## config.mk

```make
export PLATFORM = sky130hd
export DESIGN_NAME = systolic_skew_feeder
export DESIGN_NICKNAME = d
export VERILOG_FILES = /design/src/rtl/systolic_skew_feeder_pkg.sv /design/src/rtl/systolic_skew_feeder_skew_delay_line.sv /design/src/rtl/systolic_skew_feeder.sv
export SDC_FILE = /design/constraint.sdc
export NUM_CORES = 1
export LEC_CHECK = 0
export BUFFER_PORTS_ARGS = -buffer_cell sky130_fd_sc_hd__buf_2
export CORE_MARGIN = 1.5
export CORE_UTILIZATION = 48
export DETAILED_ROUTE_END_ITERATION = 8
export PLACE_DENSITY_LB_ADDON = 0.05
export SYNTH_ARGS = -nofsm -noshare
export SYNTH_HDL_FRONTEND = slang
export SYNTH_SLANG_ARGS = --single-unit
```

## constraint.sdc

```tcl
create_clock -name clk -period 1.6 [get_ports clk]
set_input_delay 0 -clock clk [delete_from_list [all_inputs] [get_ports clk]]
set_output_delay 0 -clock clk [all_outputs]
set_load 0.02 [all_outputs]
```

## src/rtl/systolic_skew_feeder_pkg.sv

```systemverilog
// -----------------------------------------------------------------------------
// systolic_skew_feeder_pkg
//
// Shared definitions for the activation skew feeder that sits in front of the
// processing-element array.
//   - feed_state_t   : job-control FSM encoding (IDLE / FEED / DRAIN)
//   - DEFAULT_*      : default geometry; DEFAULT_DATA_W matches the PE
//                      systolic_input width so the feeder plugs in directly.
//   - drain_width()  : width needed to hold a drain count of 'rows'.
// -----------------------------------------------------------------------------
package systolic_skew_feeder_pkg;

    typedef enum logic [1:0] {
        ST_IDLE  = 2'd0,
        ST_FEED  = 2'd1,
        ST_DRAIN = 2'd2
    } feed_state_t;

    localparam int DEFAULT_ROWS   = 4;
    localparam int DEFAULT_DATA_W = 8;
    localparam int DEFAULT_CNT_W  = 8;

    // Bits needed to represent the value 'rows' (always at least 1).
    function automatic int drain_width(input int rows);
        int w;
        w = $clog2(rows + 1);
        return (w < 1) ? 1 : w;
    endfunction

endpackage : systolic_skew_feeder_pkg

```

## src/rtl/systolic_skew_feeder_skew_delay_line.sv

```systemverilog
// -----------------------------------------------------------------------------
// skew_delay_line
//
// Fixed-depth shift chain carrying a {valid, data} pair. Shifts every cycle
// with no enable; a bubble (valid=0) travels down the chain exactly like a
// real sample, which is what keeps the wavefront aligned across lanes.
//
// Parameters:
//   DEPTH  number of register stages (>= 1)
//   WIDTH  data width
//
// Ports:
//   clk        clock
//   reset      synchronous active-high clear of every stage
//   in_valid   valid bit entering stage 0
//   in_data    data entering stage 0
//   out_valid  valid bit leaving the last stage
//   out_data   data leaving the last stage
// -----------------------------------------------------------------------------
module skew_delay_line #(
    parameter int DEPTH = 1,
    parameter int WIDTH = 8
) (
    input  logic             clk,
    input  logic             reset,
    input  logic             in_valid,
    input  logic [WIDTH-1:0] in_data,
    output logic             out_valid,
    output logic [WIDTH-1:0] out_data
);

    // Bit WIDTH of each stage is the valid flag, the rest is data.
    logic [WIDTH:0] stage_reg [DEPTH];

    always_ff @(posedge clk) begin
        if (reset) begin
            for (int i = 0; i < DEPTH; i++) begin
                stage_reg[i] <= '0;
            end
        end else begin
            stage_reg[0] <= {in_valid, in_data};
            for (int i = 1; i < DEPTH; i++) begin
                stage_reg[i] <= stage_reg[i-1];
            end
        end
    end

    assign out_valid = stage_reg[DEPTH-1][WIDTH];
    assign out_data  = stage_reg[DEPTH-1][WIDTH-1:0];

endmodule : skew_delay_line

```

## src/rtl/systolic_skew_feeder.sv

```systemverilog
// -----------------------------------------------------------------------------
// systolic_skew_feeder
//
// Upstream stage of the PE array. Accepts one activation vector per cycle
// over valid/ready and applies a triangular skew so that row r reaches its PE
// r cycles after row 0 (diagonal wavefront). Runs one start-triggered job of
// num_vecs vectors, then pulses done once the last row has been presented.
//
// Parameters:
//   ROWS    array rows / skew lanes (>= 1)
//   DATA_W  activation width (PE systolic_input width)
//   CNT_W   width of num_vecs
//
// Ports:
//   clk       clock
//   reset     synchronous active-high reset; abandons a job without done
//   start     one-cycle job start, honoured only when idle
//   num_vecs  vectors in the job, sampled with start
//   in_valid  activation vector valid
//   in_ready  feeder can accept a vector (FEED only)
//   in_vec    activation vector, row r at [r*DATA_W +: DATA_W]
//   sys_data  per-row data to PE systolic_input, same packing as in_vec
//   sys_en    per-row load enable to PE systolic_ctr
//   busy      job in progress
//   done      one-cycle pulse after the job has fully drained
//
// Timing: a vector accepted at edge k appears on row r after edge k+1+r
// (r+1 lane stages plus the output register). With the last acceptance at
// edge k, done rises and busy falls at edge k+ROWS+1.
// -----------------------------------------------------------------------------
module systolic_skew_feeder
    import systolic_skew_feeder_pkg::*;
#(
    parameter int ROWS   = DEFAULT_ROWS,
    parameter int DATA_W = DEFAULT_DATA_W,
    parameter int CNT_W  = DEFAULT_CNT_W
) (
    input  logic                   clk,
    input  logic                   reset,
    input  logic                   start,
    input  logic [CNT_W-1:0]       num_vecs,
    input  logic                   in_valid,
    output logic                   in_ready,
    input  logic [ROWS*DATA_W-1:0] in_vec,
    output logic [ROWS*DATA_W-1:0] sys_data,
    output logic [ROWS-1:0]        sys_en,
    output logic                   busy,
    output logic                   done
);

    localparam int DRAIN_W = drain_width(ROWS);

    // ------------------------------------------------------------------
    // Job-control FSM
    // ------------------------------------------------------------------
    feed_state_t         state_reg;
    logic [CNT_W-1:0]    remaining_reg;
    logic [DRAIN_W-1:0]  drain_cnt_reg;
    logic                in_ready_reg;
    logic                busy_reg;
    logic                done_reg;
    // Set on the edge that finishes a job (or takes a zero-length start);
    // done is raised from it one edge later.
    logic                done_pending_reg;

    logic                accept;

    assign accept = in_valid && in_ready_reg;

    always_ff @(posedge clk) begin
        if (reset) begin
            state_reg        <= ST_IDLE;
            remaining_reg    <= '0;
            drain_cnt_reg    <= '0;
            in_ready_reg     <= 1'b0;
            busy_reg         <= 1'b0;
            done_reg         <= 1'b0;
            done_pending_reg <= 1'b0;
        end else begin
            done_reg         <= done_pending_reg;
            done_pending_reg <= 1'b0;
            if (done_pending_reg) begin
                busy_reg <= 1'b0;
            end

            case (state_reg)
                ST_IDLE: begin
                    // A pending done still belongs to the previous job, so a
                    // start landing on that cycle is treated as "while busy".
                    if (start && !done_pending_reg) begin
                        if (num_vecs != '0) begin
                            state_reg     <= ST_FEED;
                            remaining_reg <= num_vecs;
                            in_ready_reg  <= 1'b1;
                            busy_reg      <= 1'b1;
                        end else begin
                            done_pending_reg <= 1'b1;
                        end
                    end
                end

                ST_FEED: begin
                    if (accept) begin
                        if (remaining_reg == CNT_W'(1)) begin
                            state_reg     <= ST_DRAIN;
                            drain_cnt_reg <= DRAIN_W'(ROWS);
                            in_ready_reg  <= 1'b0;
                        end
                        remaining_reg <= remaining_reg - CNT_W'(1);
                    end
                end

                ST_DRAIN: begin
                    if (drain_cnt_reg == DRAIN_W'(1)) begin
                        state_reg        <= ST_IDLE;
                        done_pending_reg <= 1'b1;
                    end else begin
                        drain_cnt_reg <= drain_cnt_reg - DRAIN_W'(1);
                    end
                end

                default: begin
                    state_reg    <= ST_IDLE;
                    in_ready_reg <= 1'b0;
                    busy_reg     <= 1'b0;
                end
            endcase
        end
    end

    // ------------------------------------------------------------------
    // Skew lanes: lane r has r+1 stages. Non-accepted cycles inject a
    // zero-filled bubble so invalid slots reach the PE as data 0.
    // ------------------------------------------------------------------
    logic [ROWS-1:0]        lane_valid;
    logic [ROWS*DATA_W-1:0] lane_data;

    generate
        for (genvar gi = 0; gi < ROWS; gi++) begin : g_lane
            logic [DATA_W-1:0] lane_in_data;

            assign lane_in_data = accept ? in_vec[gi*DATA_W +: DATA_W] : '0;

            skew_delay_line #(
                .DEPTH (gi + 1),
                .WIDTH (DATA_W)
            ) u_lane (
                .clk       (clk),
                .reset     (reset),
                .in_valid  (accept),
                .in_data   (lane_in_data),
                .out_valid (lane_valid[gi]),
                .out_data  (lane_data[gi*DATA_W +: DATA_W])
            );
        end
    endgenerate

    // ------------------------------------------------------------------
    // Output register towards the PE array
    // ------------------------------------------------------------------
    logic [ROWS-1:0]        sys_en_reg;
    logic [ROWS*DATA_W-1:0] sys_data_reg;

    always_ff @(posedge clk) begin
        if (reset) begin
            sys_en_reg   <= '0;
            sys_data_reg <= '0;
        end else begin
            sys_en_reg   <= lane_valid;
            sys_data_reg <= lane_data;
        end
    end

    assign sys_en   = sys_en_reg;
    assign sys_data = sys_data_reg;
    assign in_ready = in_ready_reg;
    assign busy     = busy_reg;
    assign done     = done_reg;

endmodule : systolic_skew_feeder

```

# [Yosys cells after proc, flatten, opt, wreduce, memory -nomap -nowiden]
# Memory sizes are Yosys's and may differ from the RTL's. A register that Yosys moved wholly into a read port is not among the register bits.
# Cells that the tools add are included.
[word_totals] out_inout_bits=39 memories=4 romBits=0 reg_bits=17 ramBits=90 word_cells=91 latchBits=0
[mem_list] memory="g_lane[3].u_lane.stage_reg" words=4 width=9 rd=4 rd_clocked_by_memory_dff=1 write_ports=4 line_no="systolic_skew_feeder_skew_delay_line.sv:33" text="logic [WIDTH:0] stage_reg [DEPTH];"
[mem_list] memory="g_lane[2].u_lane.stage_reg" words=3 width=9 rd=3 rd_clocked_by_memory_dff=1 write_ports=3 line_no="systolic_skew_feeder_skew_delay_line.sv:33"
[mem_list] memory="g_lane[1].u_lane.stage_reg" words=2 width=9 rd=2 rd_clocked_by_memory_dff=1 write_ports=2 line_no="systolic_skew_feeder_skew_delay_line.sv:33"
[mem_list] memory="g_lane[0].u_lane.stage_reg" words=1 width=9 rd=1 rd_clocked_by_memory_dff=1 write_ports=1 line_no="systolic_skew_feeder_skew_delay_line.sv:33"
[op_classes] n_mux=45 reduce_logical=13 n_div=0 addsub=2 mul=0 bitwise_logic=10 shifts=0 n_eq_ne=10 n_lt_le_gt_ge=0
[ops] operator="$mux 9" n=10
[ops] operator="$mux 8" n=7
[ops] operator="$pmux 8 s2" n=1
[ops] operator="$mux 1" n=14
[ops] operator="$ne 2x2->1 const B" n=6
[ops] operator="$mux 2" n=5
[ops] operator="$reduce_and 5->1" n=2
[ops] operator="$mux 3" n=3
[ops] operator="$or 1x1->1" n=9
[ops] operator="$reduce_or 9->1" n=1
[ops] operator="$eq 8x1->1 const B" n=1
[ops] operator="$reduce_and 4->1" n=2
[ops] operator="$reduce_bool 8->1" n=1
[ops] operator="$sub 8x1->8 const B" n=1
[ops] operator="$pmux 2 s3" n=1
[ops] operator="$pmux 3 s2" n=1
[ops] operator="$pmux 1 s2" n=2
[ops] operator="$reduce_bool 2->1" n=2
[ops] operator="$eq 3x1->1 const B" n=1
[ops] operator="$pmux 1 s3" n=1
[ops] operator="$sub 3x1->3 const B" n=1
[ops] operator="$eq 2x1->1 const B" n=1
[ops] operator="$eq 2x2->1 const B" n=1
[ops] operator="$logic_and 1x1->1" n=2
[ops] operator="4 further kinds" n=4

# [Logic depth before layout (Yosys ltp)]
# Gate-level depths: netlist of run 1.
[logic_depth] depth_word=4 mapped_depth=9 ltp_nobuf=7

# [Cells and area by module]
# From an unflattened synthesis of run 1, not the netlist that was laid out.
[unflattened] cells_unflattened=454 area_unflattened_um2=4914.7
[by_module_without_submodules] module="systolic_skew_feeder" area_per_inst_um2=2324.7 seq_area_each_um2=1061.0 cells_per_inst=252 instances=1
[by_module_without_submodules] module="skew_delay_line (g_lane[3].u_lane)" area_per_inst_um2=994.7 seq_area_each_um2=720.7 cells_per_inst=75 instances=1
[by_module_without_submodules] module="skew_delay_line (g_lane[2].u_lane)" area_per_inst_um2=809.5 seq_area_each_um2=540.5 cells_per_inst=64 instances=1
[by_module_without_submodules] module="skew_delay_line (g_lane[1].u_lane)" area_per_inst_um2=549.3 seq_area_each_um2=360.3 cells_per_inst=45 instances=1
[by_module_without_submodules] module="skew_delay_line (g_lane[0].u_lane)" area_per_inst_um2=236.5 seq_area_each_um2=180.2 cells_per_inst=18 instances=1

# [Worst setup path after synthesis of run 1]
# No wires, ideal clock.
[synth_timing] kind="register to register" startpoint="reg state_reg[1]" endpoint="reg remaining_reg[7]" stages_incl_launch_ff=10 required_ps=1514 synth_period_minus_slack_ps=1758 n_path_buf=2 setup_slack_ps=-158 arrival_time_ps=1673 cell_sequence="dfxtp_1 -> inv_1 -> ha_1 -> nand3_1 -> o21ai_0 -> and3_1 -> buf_2 -> clkbuf_1 -> a21oi_1 -> a211oi_1"
[synth_via] elab_chain_cells=3 elab_cells_between_ends=8
[synth_rtl] element="start, declared" line_no="systolic_skew_feeder.sv:56" text="feed_state_t state_reg;"
[synth_rtl] element="start signal, assigned" line_no="systolic_skew_feeder.sv:72" text="state_reg <= ST_IDLE;"
[synth_rtl] element="start signal, assigned" line_no="systolic_skew_feeder.sv:92" text="state_reg <= ST_FEED;"
[synth_rtl] element="start signal, assigned" line_no="systolic_skew_feeder.sv:105" text="state_reg <= ST_DRAIN;"
[synth_rtl] element="$eq 2x1->1 / $logic_not 2->1 (equally long branches)" line_no="systolic_skew_feeder.sv:86" text="case (state_reg)"
[synth_rtl] element="$ne 2x2->1 (no line) / $reduce_bool 2->1 (equally long branches)"
[synth_rtl] element="$reduce_and 4->1 (no line)"
[synth_rtl] element="end signal, assigned" line_no="systolic_skew_feeder.sv:93" text="remaining_reg <= num_vecs;"
[synth_rtl] element="end signal, assigned" line_no="systolic_skew_feeder.sv:109" text="remaining_reg <= remaining_reg - CNT_W'(1);"
[synth_rtl] element="end, declared" line_no="systolic_skew_feeder.sv:57" text="logic [CNT_W-1:0] remaining_reg;"
# Parallel ways exist; a longest one is shown, timed or not.
# A chain may end at the register's enable or synchronous reset.

# [Final worst setup path of run 1]
[layout_timing] startpoint="reg remaining_reg[4]" endpoint="reg drain_cnt_reg[1]"
[layout_via] elab_chain_cells=3
[layout_rtl] element="$eq 8x1->1" line_no="systolic_skew_feeder.sv:104" text="if (remaining_reg == CNT_W'(1)) begin"
[layout_rtl] element="$ne 2x2->1 (no line)"
[layout_rtl] element="$reduce_and 4->1 (no line)"
[layout_rtl] element="end signal, assigned" line_no="systolic_skew_feeder.sv:106" text="drain_cnt_reg <= DRAIN_W'(ROWS);"
[layout_rtl] element="end signal, assigned" line_no="systolic_skew_feeder.sv:118" text="drain_cnt_reg <= drain_cnt_reg - DRAIN_W'(1);"
[layout_rtl] element="end, declared" line_no="systolic_skew_feeder.sv:58" text="logic [DRAIN_W-1:0] drain_cnt_reg;"
# No other way between the ends.

==> flow_metrics.tcl, run 1 <==
set metrics [dict create \
    seqCellArea_um2 2690 \
    antenna_cells 0 \
    grt_max_degree 100 \
    areaGrowthSynthToFinish_pct 42.0 \
    grt_usage_pct 17.7 \
    rsz0062_at_grt "yes" \
    clockPowerShare_pct 36.5 \
    setup_tns_ns -0.0822 \
    num-nets-final 582 \
    crit_path_end_kind "flip-flop" \
    critPathMaxFanout 5 \
    dr.first_iter.drc_count 84 \
    clkLatencyLatePin_ns 0.50 \
    hold_depth 3 \
    grt_pass1_vias 2855 \
    vias 2922 \
    async_flop_share_pct 0 \
    dp_hpwl_um 4590 \
    cts_tree "built" \
    ys_seq_area_share_pct 63.7 \
    yosysMostFrequentCell "dfxtp_1" \
    violations "negative setup slack" \
    rows 33 \
    layout-drive-gt1-share_pct 30.4 \
    synth-edff-count 0 \
    start_util_pct 50.5 \
    final_antenna_net_count 0 \
    syn-num-nets 431 \
    path_clk_slew_ns 0.07 \
    yosysWarnings 0 \
    status "finished with violations" \
    fill_cells 645 \
    largest_register_ffs 82 \
    critPathKind "reg -> reg" \
    p_comb_share_pct 24.8 \
    multi_input_comb_area_um2 1460 \
    gp_congestion 0.816 \
    portBuffers 82 \
    p_sw_share_pct 29.0 \
    die_y_um 96.7 \
    core_area_um2 8340 \
    setup_viol 3 \
    num_io_pins 83 \
    wl_per_cell_um 12.0 \
    die_area_um2 9340 \
    netlist_area_um2 4210 \
    reg2reg_depth 5 \
    drv_cap 0 \
    critPathLaunchType "flip-flop" \
    period_share_pct 104 \
    cts.sinks 134 \
    final_util_pct 71.7 \
    peakVddDrop_mv 0.838 \
    period_needed_ns 1.66 \
    gr-total-overflow 0 \
    synth_seq_cells 134 \
    detail_route.vias_per_cell 4.51 \
    ys_top_cells_by_count "dfxtp_1 (134), nor2b_1 (86), and2_1 (32)" \
    route.detailed.drc 0 \
    internal-power_w 0.00692 \
    slew_viol_final 0 \
    sequentialPowerShare_pct 38.7 \
    power_density_nw_per_um2 1630 \
    wl_um 7750 \
    tightest_slew_ns 0.407 \
    leakagePower_nw 2.64 \
    syn_inst 379 \
    finClkSkew_ns 0.0115 \
    root_buffer "clkbuf_8" \
    firstDrtPassIters 4 \
    layout_setup_ws_ns -0.0602 \
    yosysTopAreaCell "dfxtp_1" \
    post-place-ws_ns -0.0651 \
    synth_flop_cell "dfxtp_1" \
    grt_pass1_wl_um 13000 \
    dieWidth_um 96.7 \
    crit_required_ns 2.04 \
    yosysTopAreaCellShare_pct 63.7 \
    synth_cell_type_count 42 \
    hp-class "in -> reg" \
    whs_ns 0.0979 \
    cts_buffers 17 \
    power.switching_w 0.00283 \
    antenna_found_initial 0 \
    hold_violations 0 \
    cts.path.max_buffers 2 \
    htreeDepth 4 \
    arrival_ns 2.10 \
    synth_area_leaders "dfxtp_1 (64%), nor2b_1 (13%), and2_1 (4.8%), ha_1 (2.4%), clkbuf_1 (1.3%)" \
    synth_area_per_cell_um2 11.1 \
    max-slew-margin-rel_pct 72.9 \
    fmax_ghz 0.602 \
]
[power groups by stage]
stage	sequential [W]	clock [W]	combinational [W]
floorplan	0.00385	0	0.00113
global placement	0.00381	0	0.00181
detailed placement	0.00382	0	0.00184
CTS	0.00375	0.00366	0.00226
global route	0.00379	0.00382	0.00264
finish	0.00377	0.00356	0.00241
[layout make-up]
| cell class | instances | share of cell area [%] |
|---|---|---|
| sequential | 134 | 45.0 |
| multi-input combinational | 214 | 24.4 |
| timing repair buffer | 153 | 18.4 |
| clock buffer | 18 | 7.16 |
| clock inverter | 14 | 2.26 |
| tap | 105 | 2.20 |
| inverter | 10 | 0.628 |
[routing by layer]
layer  vias to the layer above  part of all wire [%]  track usage (%)
met5                         -                     0                0
met4                         0                  0.99             9.03
met3                         7                   3.6             6.00
met2                        59                    47             27.0
met1                      1323                    48             22.3
li1                       1533                     -                -
[layout by cell type (no fill, tap or decap), types with 3 or more instances in the layout]
master | synthesis | final
a21oi_1 | 8 | 8
nor4_1 | 3 | 3
nand3b_1 | 3 | 3
dlygate4sd3_1 | 0 | 42
nand4_1 | 3 | 3
clkbuf_16 | 0 | 16
nand3_1 | 5 | 4
dfxtp_1 | 134 | 129
clkinv_4 | 0 | 4
and2_1 | 32 | 32
nor2_1 | 11 | 11
ha_1 | 8 | 4
buf_4 | 3 | 27
inv_1 | 9 | 6
buf_2 | 1 | 81
inv_2 | 0 | 3
inv_8 | 0 | 6
o21ai_1 | 0 | 4
mux2i_1 | 4 | 4
ha_4 | 0 | 4
o21ai_0 | 10 | 5
dfxtp_2 | 0 | 5
nor2b_1 | 86 | 86
nand2_1 | 13 | 13
[worst max-delay path: stages (launching register included)]
cell     delay, ns
dfxtp_2       0.32
or3_4         0.41
o41ai_4       0.21
buf_4         0.19
or3b_1        0.36
a21oi_2       0.11
[worst paths after layout]
kind                    startpoint                               end  slack [ns]
hold reg to reg   done_pending_reg                              busy        0.43
hold / removal            in_valid  g_lane[2].u_lane.stage_reg[0][8]         0.1
setup / recovery  remaining_reg[4]                  drain_cnt_reg[1]       -0.06
setup reg to reg  remaining_reg[4]                  drain_cnt_reg[1]       -0.06
[cells by family (layout without fill, tap and decap cells)]
family / Yosys count / count (layout) / share of synthesized area (%)
compound gates: 37 / 37 / 6.15
buf+inv: 31 / 195 / 3.57
mux: 4 / 4 / 0.951
fa+ha+maj: 8 / 8 / 2.38
simple gates: 165 / 165 / 23.2
flops: 134 / 134 / 63.7
[timing repair]
item                                    4_1_cts  5_1_grt
cloned                                        1        0
gates resized for setup                      10       14
buffers inserted                              7        0
hold buffers                                 42        0
endpoints found under the setup margin        8       13
endpoints found under the hold margin        43        0
pin swaps                                     4        5
[metrics by stage]
step | std cells | instance area, um^2 | total power (W)
final | 648 | 5980 | 0.00975
after global routing | 648 | 5980 | 0.0102
after CTS | 648 | 5930 | 0.00968
after detailed placement | 566 | 4830 | 0.00566
after global placement | 566 | 4830 | 0.00561
after floorplan | 379 | 4220 | 0.00499
(Power assumes the default switching activity.)
==> run 2, diff against run 1 <==
Settings changed: CORE_UTILIZATION 48 to 53.
Clock period 1.6 ns to 1.7 ns, I/O delays scaled along.
==> run 2 against run 1 <==
  * The run still ends with negative setup slack left
  * Clock power barely moved
  * Clock skew down 0.0023 ns
  * Die area is 9.1% lower
  * Power fell by 7.7%
  * Flip-flop and latch count unchanged
  * Critical path depth increased by 1
==> flow_metrics.tcl, run 2 (synthesis gave the netlist of run 1 again) <==
set metrics [dict create \
    route.detailed.drc 0 \
    num_io_pins 83 \
    fill_cells 540 \
    violations "negative setup slack" \
    post-place-ws_ns -0.0846 \
    htreeDepth 4 \
    dr.first_iter.drc_count 103 \
    tightest_slew_ns 0.414 \
    period_needed_ns 1.77 \
    portBuffers 82 \
    vias 2920 \
    max-slew-margin-rel_pct 72.4 \
    cp_cell_sequence "or3_4 -> o41ai_4 -> buf_4 -> o211ai_1 -> nand2_1 -> a21oi_2" \
    critPathTopFamily "compound AO/OA/AOI/OAI gates" \
    grt_max_degree 100 \
    gr-total-overflow 0 \
    multi_input_comb_area_um2 1400 \
    core_area_um2 7730 \
    cts_tree "built" \
    dieWidth_um 92.1 \
    cts_buffers 17 \
    leakagePower_nw 2.59 \
    crit_buf_inv 1 \
    slew_viol_final 0 \
    hp-class "in -> reg" \
    gp_congestion 0.816 \
    die_y_um 92.1 \
    r2r_start "remaining_reg[3]" \
    startpoint "remaining_reg[3]" \
    slowest_stage "o41ai_4" \
    place_area_um2 4810 \
    layout_setup_ws_ns -0.0695 \
    fmax_ghz 0.565 \
    period_share_pct 104 \
    die_area_um2 8490 \
    seqCellArea_um2 2680 \
    setup_tns_ns -0.155 \
    hold_violations 0 \
    clkLatencyLatePin_ns 0.50 \
    cts.path.max_buffers 2 \
    status "finished with violations" \
    root_buffer "clkbuf_8" \
    antenna_found_initial 0 \
    largest_register_ffs 82 \
    dp_hpwl_um 4530 \
    wl_um 7990 \
    crit_required_ns 2.07 \
    peakVddDrop_mv 1.10 \
    final_area_um2 5850 \
    antenna_cells 0 \
    wl_per_cell_um 12.6 \
    final_antenna_net_count 0 \
    grt_pass1_vias 2836 \
    critPathKind "reg -> reg" \
    whs_ns 0.0951 \
    crit_path_end_kind "flip-flop" \
    grt_usage_pct 19.7 \
    critPathMaxFanout 4 \
    path_clk_slew_ns 0.06 \
    critPathLaunchType "flip-flop" \
    setup_viol 4 \
    rsz0062_at_grt "yes" \
    grt_pass1_wl_um 12800 \
    start_util_pct 54.5 \
    areaGrowthSynthToFinish_pct 39.0 \
    num-nets-final 574 \
    mostFrequentLayoutCell "dfxtp_1" \
    final_cell_mix "dfxtp_1 (133), nor2b_1 (86), buf_2 (81)" \
    layout-drive-gt1-share_pct 26.6 \
    detail_route.vias_per_cell 4.59 \
    cts.sinks 134 \
    drv_cap 0 \
    firstDrtPassIters 4 \
    power_density_nw_per_um2 1540 \
    hold_start "in_valid" \
    slowest_delay_ns 0.42 \
    finClkSkew_ns 0.00919 \
    arrival_ns 2.14 \
    rows 32 \
]
run 2: repair_timing:
| item | 4_1_cts | 5_1_grt |
|---|---|---|
| pin swaps | 2 | 7 |
| setup buffers | 1 | 1 |
| setup endpoints to repair | 4 | 12 |
| resized for setup | 1 | 6 |
| gates cloned | 0 | 0 |
| endpoints found under the hold margin | 43 | 0 |
| hold buffers | 42 | 0 |
run 2: cell type report:
cell class	count	area share [%]
tap	102	2.18
multi-input combinational	214	23.8
timing repair buffer	145	17.4
clock inverter	13	2.95
clock buffer	18	7.14
inverter	10	0.642
sequential	134	45.9
run 2: worst register-to-register path: stages, from the launching register on:
cell and delay (ns):
dfxtp_2 0.32, or3_4 0.40, o41ai_4 0.42, buf_4 0.21, o211ai_1 0.12, nand2_1 0.12, a21oi_2 0.06
run 2: worst paths after layout:
path	endpoint	slack, ns	depth (start not counted)
worst max-delay path	drain_cnt_reg[1]	-0.07	6
worst min-delay path	g_lane[2].u_lane.stage_reg[0][8]	0.1	3
worst max register to register	drain_cnt_reg[1]	-0.07	6
worst min register to register	sys_data[27]	0.43	1
run 2: metal layers:
| metal | GRT usage (%) | up-vias | share of wire [%] |
|---|---|---|---|
| li1 | - | 1505 | - |
| met1 | 23.7 | 1332 | 45 |
| met2 | 32.0 | 77 | 49 |
| met3 | 6.05 | 6 | 4.8 |
| met4 | 9.23 | 0 | 0.90 |
| met5 | 0 | - | 0 |
run 2: through the flow:
step | util (%) | total power, W | instances
floorplan | - | 0.00467 | 379
global placement | 62.2 | 0.00526 | 561
detailed placement | 62.2 | 0.00529 | 561
CTS | 75.4 | 0.00899 | 635
global route | 75.7 | 0.00941 | 636
finish | 75.7 | 0.00900 | 636
run 2: power breakdown:
part           switching, W  total [W]  leakage (nW)  internal (W)
clock network       0.00133    0.00358         0.286       0.00225
registers          0.000137    0.00352          1.08       0.00338
logic              0.000951    0.00190          1.22      0.000950
total               0.00242    0.00900          2.59       0.00658
==> run 3, diff against run 2 <==
Settings changed: CAP_MARGIN set to 20, CELL_PAD_IN_SITES_DETAIL_PLACEMENT set to 0, CELL_PAD_IN_SITES_GLOBAL_PLACEMENT set to 2, CORE_UTILIZATION 53 to 34.
==> run 3 against run 2 <==
  * The run still ends with negative setup slack left
  * Power decreased by 2.8%
  * Largest cell class unchanged
  * Hold slack worse by 0.059 ns
  * Non-clock buffer count shrank 5
  * Clock skew is 0.0024 ns lower
  * Flip-flop and latch count stayed put
  * Die area up 54%
  * First-iteration DRC count increased by 29%
==> flow_metrics.tcl, run 3 (synthesis gave the netlist of run 1 again) <==
set metrics [dict create \
    fin_cells 697 \
    critPathLaunchType "flip-flop" \
    dp.cells 628 \
    wl_um 7730 \
    arrival_ns 2.06 \
    num_io_pins 83 \
    clockPowerShare_pct 38.6 \
    peakVddDrop_mv 0.659 \
    cts.path.max_buffers 2 \
    finClkSkew_ns 0.00675 \
    p_sw_share_pct 26.5 \
    cts_tree "built" \
    wl_per_cell_um 11.1 \
    core_area_um2 12100 \
    leakagePower_nw 2.56 \
    largest_register_ffs 82 \
    htreeDepth 4 \
    internal-power_w 0.00643 \
    gp_congestion 0.707 \
    dr.first_iter.drc_count 133 \
    hold_violations 0 \
    cts_buffers 17 \
    hp-class "in -> reg" \
    final_cell_mix "dfxtp_1 (133), nor2b_1 (86), buf_2 (81)" \
    crit_path_end_kind "flip-flop" \
    die_y_um 114 \
    max-slew-margin-rel_pct 72.0 \
    power.switching_w 0.00232 \
    fmax_ghz 0.581 \
    drv_cap 0 \
    antenna_found_initial 0 \
    path_clk_slew_ns 0.05 \
    die_area_um2 13100 \
    seqCellArea_um2 2680 \
    fill_cells 1133 \
    grt_usage_pct 12.8 \
    post_cts_buffers 0 \
    multi_input_comb_area_um2 1410 \
    period_needed_ns 1.72 \
    firstDrtPassIters 4 \
    period_share_pct 101 \
    layout-drive-gt1-share_pct 26.3 \
    critPathMaxFanout 5 \
    start_util_pct 34.9 \
    crit_required_ns 2.04 \
    setup_viol 2 \
    gr-total-overflow 0 \
    final_util_pct 48.6 \
    mostFrequentLayoutCell "dfxtp_1" \
    final_antenna_net_count 0 \
    detail_route.vias_per_cell 4.14 \
    clkLatencyLatePin_ns 0.40 \
    cts.sinks 134 \
    rsz0062_at_grt "yes" \
    portBuffers 82 \
    rows 40 \
    antenna_cells 0 \
    p_comb_share_pct 21.2 \
    layout_setup_ws_ns -0.0198 \
    areaGrowthSynthToFinish_pct 39.2 \
    grt_max_degree 100 \
    slew_viol_final 0 \
    whs_ns 0.0365 \
    power_density_nw_per_um2 1490 \
    tightest_slew_ns 0.421 \
    dieWidth_um 114 \
    grt_pass1_wl_um 12700 \
    grt_pass1_vias 2756 \
    vias 2883 \
    route.detailed.drc 0 \
    root_buffer "clkbuf_16" \
    dp_hpwl_um 4640 \
    num-nets-final 569 \
    violations "negative setup slack" \
    critPathKind "reg -> reg" \
    sequentialPowerShare_pct 40.2 \
    status "finished with violations" \
]
[run 3: final timing paths]
path                                    start  cells past startpoint          endpoint  slack, ns
min reg2reg  g_lane[3].u_lane.stage_reg[3][6]                      1      sys_data[30]       0.43
min                               num_vecs[4]                      5  remaining_reg[4]       0.04
max reg2reg                  remaining_reg[3]                      4  drain_cnt_reg[1]      -0.02
max                          remaining_reg[3]                      4  drain_cnt_reg[1]      -0.02
[run 3: per-layer routing]
metal	up-vias	track usage (%)	share of wire [%]
met1	1320	14.5	45
li1	1493	-	-
met2	63	21.0	48
met5	-	0	0
met4	0	5.92	1.5
met3	7	5.56	5.0
[run 3: timing repair]
action                                  4_1_cts  5_1_grt
pin swaps                                     1        7
hold endpoints to repair                     38        0
endpoints found under the setup margin        3       13
resized for setup                             0        9
hold buffers                                 38        0
[run 3: area by class of cell]
| cell class | instances | share of cell area [%] |
|---|---|---|
| inverters | 10 | 0.705 |
| clock buffers | 21 | 7.52 |
| multi-input cells | 214 | 24.0 |
| clock inverters | 10 | 1.84 |
| flip-flops and latches | 134 | 45.8 |
| repair buffers | 140 | 16.5 |
| well taps | 168 | 3.59 |
[run 3: power groups by stage]
| stage | clock (W) | sequential, W | combinational [W] |
|---|---|---|---|
| 6_report | 0.00338 | 0.00351 | 0.00186 |
| 5_1_grt | 0.00365 | 0.00354 | 0.00207 |
| 4_1_cts | 0.00349 | 0.00351 | 0.00183 |
| 3_5_place_dp | 0 | 0.00357 | 0.00175 |
| 3_3_place_gp | 0 | 0.00357 | 0.00176 |
| 2_1_floorplan | 0 | 0.00362 | 0.00105 |
[run 3: worst max-delay path: stages, from the launching register on]
cell and delay (ns):
dfxtp_2 0.32, or3_4 0.40, o41ai_4 0.41, or3b_1 0.41, a21oi_2 0.13
[run 3: stage by stage]
| stage | cell area [um^2] | power (W) | setup TNS [ns] | setup WS (ns) |
|---|---|---|---|---|
| CTS | 5820 | 0.00883 | 0 | 0.00172 |
| floorplan | 4210 | 0.00467 | 0 | 0.0145 |
| global placement | 4900 | 0.00533 | -0.00572 | -0.00572 |
| finish | 5860 | 0.00875 | -0.0266 | -0.0198 |
| global route | 5860 | 0.00926 | -0.445 | -0.137 |
| detailed placement | 4900 | 0.00532 | -0.0505 | -0.0253 |
